--- src/rtl/uart_pkg.sv ---
// Shared UART definitions: the transmitter FSM state encoding and the default
// frame parameters, which the transmitter and the receiver both use.
package uart_pkg;

  typedef enum logic [1:0] {
    ST_IDLE  = 2'b00,
    ST_START = 2'b01,
    ST_DATA  = 2'b10,
    ST_STOP  = 2'b11
  } state_t;

  localparam int DBIT_DEF       = 8;
  localparam int OVERSAMPLE_DEF = 16;
  localparam int SB_TICK_DEF    = 16;

  function automatic int max_int(input int a, input int b);
    return (a > b) ? a : b;
  endfunction

endpackage

--- src/rtl/uart_tx.sv ---
// uart_tx: UART serial transmitter. It sends a parallel word as a frame made of
// one start bit (0), DBIT data bits with the LSB first, and a stop period (1).
// An external oversampling tick sets the bit timing.
//
// Ports
//   clk          system clock. All logic runs on the rising edge.
//   reset        synchronous, active-high reset. It overrides every other input.
//   s_tick       1-clk enable pulse from the baud generator. OVERSAMPLE ticks make one bit.
//   tx_start     request to send din. It is sampled only in IDLE.
//   din          data word. It is captured in the cycle tx_start is accepted.
//   tx_busy      high from the cycle after accept until the FSM is back in IDLE.
//   tx_done_tick 1-clk pulse in the last stop-period cycle. The FSM is still in STOP then.
//   tx           serial line, registered, idle high.
//   fsm_state    current FSM state, exposed for debug and checkers.
//
// Handshake: a request is accepted on any rising edge where the FSM is in IDLE
// and tx_start=1. The design has no queue, so a request made outside IDLE is
// dropped. The cycle of the done pulse is still STOP, so a request made in that
// cycle is accepted one clock later.
module uart_tx
  import uart_pkg::*;
#(
  parameter int DBIT       = DBIT_DEF,
  parameter int SB_TICK    = SB_TICK_DEF,
  parameter int OVERSAMPLE = OVERSAMPLE_DEF
) (
  input  logic            clk,
  input  logic            reset,
  input  logic            s_tick,
  input  logic            tx_start,
  input  logic [DBIT-1:0] din,
  output logic            tx_busy,
  output logic            tx_done_tick,
  output logic            tx,
  output state_t          fsm_state
);

  localparam int SW = $clog2(max_int(OVERSAMPLE, SB_TICK));
  localparam int NW = $clog2(DBIT);

  state_t          state_q, state_d;
  logic [SW-1:0]   s_cnt_q, s_cnt_d;
  logic [NW-1:0]   n_cnt_q, n_cnt_d;
  logic [DBIT-1:0] b_q, b_d;
  logic            tx_q, tx_d;
  logic            done;

  logic s_last_bit;
  logic s_last_stop;
  logic n_last;

  assign s_last_bit  = (s_cnt_q == SW'(OVERSAMPLE - 1));
  assign s_last_stop = (s_cnt_q == SW'(SB_TICK - 1));
  assign n_last      = (n_cnt_q == NW'(DBIT - 1));

  always_ff @(posedge clk) begin
    if (reset) begin
      state_q <= ST_IDLE;
      s_cnt_q <= '0;
      n_cnt_q <= '0;
      b_q     <= '0;
      tx_q    <= 1'b1;
    end else begin
      state_q <= state_d;
      s_cnt_q <= s_cnt_d;
      n_cnt_q <= n_cnt_d;
      b_q     <= b_d;
      tx_q    <= tx_d;
    end
  end

  always_comb begin
    state_d = state_q;
    s_cnt_d = s_cnt_q;
    n_cnt_d = n_cnt_q;
    b_d     = b_q;
    done    = 1'b0;
    case (state_q)
      ST_IDLE: begin
        if (tx_start) begin
          b_d     = din;
          s_cnt_d = '0;
          state_d = ST_START;
        end
      end
      ST_START: begin
        if (s_tick) begin
          if (s_last_bit) begin
            s_cnt_d = '0;
            n_cnt_d = '0;
            state_d = ST_DATA;
          end else begin
            s_cnt_d = s_cnt_q + SW'(1);
          end
        end
      end
      ST_DATA: begin
        if (s_tick) begin
          if (s_last_bit) begin
            s_cnt_d = '0;
            b_d     = b_q >> 1;
            if (n_last) state_d = ST_STOP;
            else        n_cnt_d = n_cnt_q + NW'(1);
          end else begin
            s_cnt_d = s_cnt_q + SW'(1);
          end
        end
      end
      ST_STOP: begin
        if (s_tick) begin
          if (s_last_stop) begin
            s_cnt_d = '0;
            done    = 1'b1;
            state_d = ST_IDLE;
          end else begin
            s_cnt_d = s_cnt_q + SW'(1);
          end
        end
      end
      default: state_d = ST_IDLE;
    endcase
  end

  // The line level is taken from the next state. This way the registered tx
  // changes on the same edge as the state, one clock after accept.
  always_comb begin
    tx_d = 1'b1;
    case (state_d)
      ST_START: tx_d = 1'b0;
      ST_DATA:  tx_d = b_d[0];
      default:  tx_d = 1'b1;
    endcase
  end

  assign tx           = tx_q;
  assign tx_busy      = (state_q != ST_IDLE);
  assign tx_done_tick = done;
  assign fsm_state    = state_q;

endmodule

--- config.mk ---
export PLATFORM = sky130hd
export DESIGN_NAME = uart_tx
export DESIGN_NICKNAME = d
export VERILOG_FILES = /design/src/rtl/uart_pkg.sv /design/src/rtl/uart_tx.sv
export SDC_FILE = /design/constraint.sdc
export NUM_CORES = 1
export LEC_CHECK = 0
export ABC_AREA = 1
export CAP_MARGIN = 25
export CORE_AREA = 2 2 47 49
export CTS_BUF_LIST = sky130_fd_sc_hd__clkbuf_16
export DETAILED_ROUTE_END_ITERATION = 10
export DIE_AREA = 0 0 49 51
export PLACE_DENSITY = 0.76
export SLEW_MARGIN = 20
export SYNTH_ARGS = -nofsm -noshare
export SYNTH_HDL_FRONTEND = slang
export SYNTH_SLANG_ARGS = --single-unit
--- constraint.sdc ---
create_clock -name clk -period 2.38 [get_ports clk]
set_input_delay 0.714 -clock clk [delete_from_list [all_inputs] [get_ports clk]]
set_output_delay 0.714 -clock clk [all_outputs]
set_load 0.01 [all_outputs]
After elaboration in Yosys (flattened, before gate mapping). Cells that the tools add are included.

Add/subtract/negate cells: 2. Multiply operators: 0. Divide/modulo/power cells: 0. Order comparisons: 0. Equal/unequal tests: 14. Shift operators: 0. Muxes and demuxes: 27. Bitwise logic cells: 0. Reductions and logical operators: 8.

Operators with widths (count): $mux W8 (3); $mux W2 (8); $pmux W8 S2 (1); $mux W3 (5); $mux W4 (3); $ne A2 B2 Y1 const B (6); $pmux W2 S4 (1); $pmux W4 S2 (1); $eq A2 B2 Y1 const B (3); $pmux W3 S2 (1); $reduce_and A6 Y1 (1); $reduce_bool A2 Y1 (3); $add A4 B1 Y4 const B (1); $eq A2 B1 Y1 const B (2); $eq A4 B4 Y1 const B (1); $reduce_and A4 Y1 (1); $add A3 B1 Y3 const B (1); $eq A3 B3 Y1 const B (1); $mux W1 (3); $reduce_or A3 Y1 (1); $logic_not A2 Y1 (1); $ne A2 B1 Y1 const B (1); $pmux W1 S2 (1); $reduce_and A2 Y1 (1).

Register bits after elaboration: 18. Latch bits: 0. Memory bits (writable): 0. Bits in read-only memories: 0. Output and inout port bits: 5. Memories kept: 0.

Longest topological paths before layout.
Depth after elaboration: 7. Mapped depth: 9. Mapped depth without buffers: 9.

Worst setup path after synthesis. Ideal clock, no wire load.

Path type: input to output. Start: input s_tick. End: output tx_done_tick. Arrival time: 1.137 ns. Required time: 1.666 ns. Slack: 0.529 ns. Stages: 4. Path through: nand4_1 inv_1 nand3_1 inv_1.

Longest elaborated chain between the ends: 2.

RTL lines: start, declared (line uart_tx.sv:29) `input logic s_tick,`; $mux W1 (line uart_tx.sv:110) `if (s_tick) begin`; $mux W1 (line uart_tx.sv:78) `case (state_q)`; end, declared (line uart_tx.sv:33) `output logic tx_done_tick,`.

No other way between the ends.

Worst setup path in the final report.
Start: register state_q[0] (netlist: fsm_state[0]). End: output tx_busy.

Longest elaborated chain between the ends: 1.

RTL lines: start, declared (line uart_tx.sv:41) `state_t state_q, state_d;`; start signal, assigned (line uart_tx.sv:64) `state_q <= state_d;`; $reduce_bool A2 Y1 (line uart_tx.sv:136) `assign tx_busy = (state_q != ST_IDLE);`; end, declared (line uart_tx.sv:32) `output logic tx_busy,`.

No other way between the ends.

==> results.sh <==
export IMPL_status="finished, final reports clean"
export IMPL_ios=17
export IMPL_fp_row_count=17
export IMPL_grt_total_usage_pct=17.5
export IMPL_clock_path_buffers=2
export IMPL_clkPwrFrac_pct=44.8
export IMPL_synth_seq_cells=18
export IMPL_p_comb_share_pct=11.8
export IMPL_antenna_found_initial=0
export IMPL_clock_skew_ps=1.63
export IMPL_hold_violations=0
export IMPL_hold_buffers=0
export IMPL_post_route_min_period_ps=2230
export IMPL_design_area_um2=1250
export IMPL_clk_latency_ps=250
export IMPL_maxSlewViolCount=0
export IMPL_start_util_pct=45.2
export IMPL_netSwitchingFraction_pct=21.9
export IMPL_path_delay_family="buffers and inverters"
export IMPL_cts_inserted_buffers=3
export IMPL_p_int_uw=581
export IMPL_setup_slack_ps=145
export IMPL_num_antenna_cells=0
export IMPL_drive_gt1_share_pct=18.1
export IMPL_critPathLaunchType="register"
export IMPL_crit_required_ps=1670
export IMPL_drc=0
export IMPL_ant_nets=0
export IMPL_die_w_um=49
export IMPL_design_die_area_um2=2500
export IMPL_maxCapViolCount=0
export IMPL_whs_ps=458
export IMPL_ys_seq_area_share_pct=38.6
export IMPL_max_freq_ghz=0.448
export IMPL_seqPwrFrac_pct=43.4
export IMPL_drtIter0Drc=16
export IMPL_syn_num_nets=140
export IMPL_die_h_um=51
export IMPL_core_um2=2060
export IMPL_final_cell_mix="32 x nand2_1, 18 x dfxtp_1, 14 x a21oi_1, 14 x clkdlybuf4s50_1, 11 x inv_1"
export IMPL_clkTransAtPathRegs_ps=50
export IMPL_post_place_cells=172
export IMPL_slowest_delay_ps=540
export IMPL_wl_um=1910
export IMPL_fin_nets=165
export IMPL_dr_pass1_iters=4
export IMPL_period_share_pct=93.9
export IMPL_setup_viol=0
export IMPL_place_area_um2=1150
export IMPL_grt_pass1_vias=794
export IMPL_ys_warn_count=0
export IMPL_crit_path_top_delay_cell="clkdlybuf4s50_1"
export IMPL_place_congestion=0.838
export IMPL_ctsHtreeMaxLevel=1
export IMPL_viasPerCell=4.80
export IMPL_timing_critical_path_fanout_max=7
export IMPL_clock_sinks=18
export IMPL_holdCritPathClass="reg -> reg"
export IMPL_post_drt_wl_per_cell_um=10.8
export IMPL_synth_cells=125
export IMPL_ir_drop_v=0.000600
export IMPL_port_buffers=16
export IMPL_synth_area_um2=933
export IMPL_power_uw=744
export IMPL_synthDistinctLibCells=23
export IMPL_p_per_area_nw_per_um2=597
export IMPL_area_growth_pct=33.5
export IMPL_worstMarginPinSlew_ps=362
export IMPL_place_ws_ps=-448
export IMPL_grt_pass1_wl_um=3340
export IMPL_switchingPower_uw=163
export IMPL_grt_max_degree=14
export IMPL_critical_path_class="reg -> out"
export IMPL_crit_chain="inv_2, nand2_4, clkdlybuf4s50_1"
export IMPL_stdcell_count=177
export IMPL_grt_overflow_total=0
export IMPL_arrival_ps=1520
export IMPL_synth_area_per_cell_um2=7.47
export IMPL_final_common_cell="nand2_1"
export IMPL_cts_root_buf="clkbuf_16"
export IMPL_slew_headroom_pct=75.8
export IMPL_cts_tree="yes"
export IMPL_path_buf_inv=2
export IMPL_vias=850
export IMPL_cp_end_kind="output port"
export IMPL_rsz0062_at_grt="false"
export IMPL_place_hpwl_um=1410
export IMPL_leakage_nw=0.549
==> sequential cells by signal, indices dropped and copies added (netlist names) <==
name       count
b_q            8
s_cnt_q        4
n_cnt_q        3
fsm_state      2
tx             1
==> cell usage after synthesis <==
cell	instances	area, µm²
dfxtp_1	18	360
a21boi_0	6	45.0
a211oi_2	1	12.5
inv_6	1	8.76
nand2_2	3	18.8
nand2_4	2	22.5
nand2_1	32	120
nor2_8	1	20.0
nor2_2	3	18.8
nand4_1	2	12.5
inv_1	11	41.3
inv_4	1	6.26
a21oi_1	14	70.1
o21ai_1	1	5.00
xor2_1	1	8.76
nand3_1	11	55.1
ha_1	3	37.5
inv_2	3	11.3
nand3_2	1	10.0
nor2_4	1	11.3
nand3b_1	1	7.51
nor2_1	7	26.3
clkbuf_1	1	3.75
==> power groups by stage <==
stage	clock (mW)	combinational [mW]	sequential, mW
2_1_floorplan	0	0.0484	0.328
3_3_place_gp	0	0.0869	0.328
6_report	0.333	0.0878	0.323
4_1_cts	0.339	0.0891	0.322
5_1_grt	0.356	0.0972	0.324
3_5_place_dp	0	0.0890	0.328
==> kinds of logic after synthesis <==
| family | synth area share (%) |
|---|---|
| xor+xnor | 0.939 |
| simple gates | 34.6 |
| buf+inv | 7.64 |
| fa+ha+maj | 4.02 |
| compound gates | 14.2 |
| flops | 38.6 |
==> metrics by stage <==
stage / utilization [%] / TNS (ps)
4_1_cts: 60.4 / 0
6_report: 60.4 / 0
3_5_place_dp: 56.0 / -448
5_1_grt: 60.4 / 0
3_3_place_gp: 56.0 / -438
2_1_floorplan: - / 0
==> what timing repair did <==
| action | CTS | global route |
|---|---|---|
| gates resized for setup | 5 | 0 |
| setup buffers | 1 | 0 |
| endpoints found under the setup margin | 1 | 0 |
==> layout make-up <==
type | instances | area (µm²)
flip-flops and latches | 18 | 360
repair buffers | 21 | 198
clock buffers | 3 | 75.1
clock inverters | 1 | 3.75
fillers | 202 | 817
well taps | 28 | 35.0
inverters | 16 | 67.6
multi-input cells | 90 | 507
==> final timing paths <==
kind | start | endpoint | slack, ps | depth (start not counted)
worst min register to register | b_q[7] | b_q[7] | 460 | 2
worst max register to register | s_cnt_q[0] | tx | 910 | 8
worst max-delay path | fsm_state[0] | tx_busy | 150 | 3
worst min-delay path | b_q[7] | b_q[7] | 460 | 2
==> per-layer routing <==
layer  up-vias  GRT usage (%)  wire (µm)
met2        19           31.7        976
met1       372           19.4        838
li1        457              -          -
met3         2           4.39         71
met4         0           8.10         22
met5         -              0          0
==> worst reg2reg max path, delay by kind of cell (launching register included) <==
kind / cells / cell delay, ps
fa+ha+maj: 1 / 220
flops: 1 / 390
simple gates: 7 / 750
(Power assumes the default switching activity.)
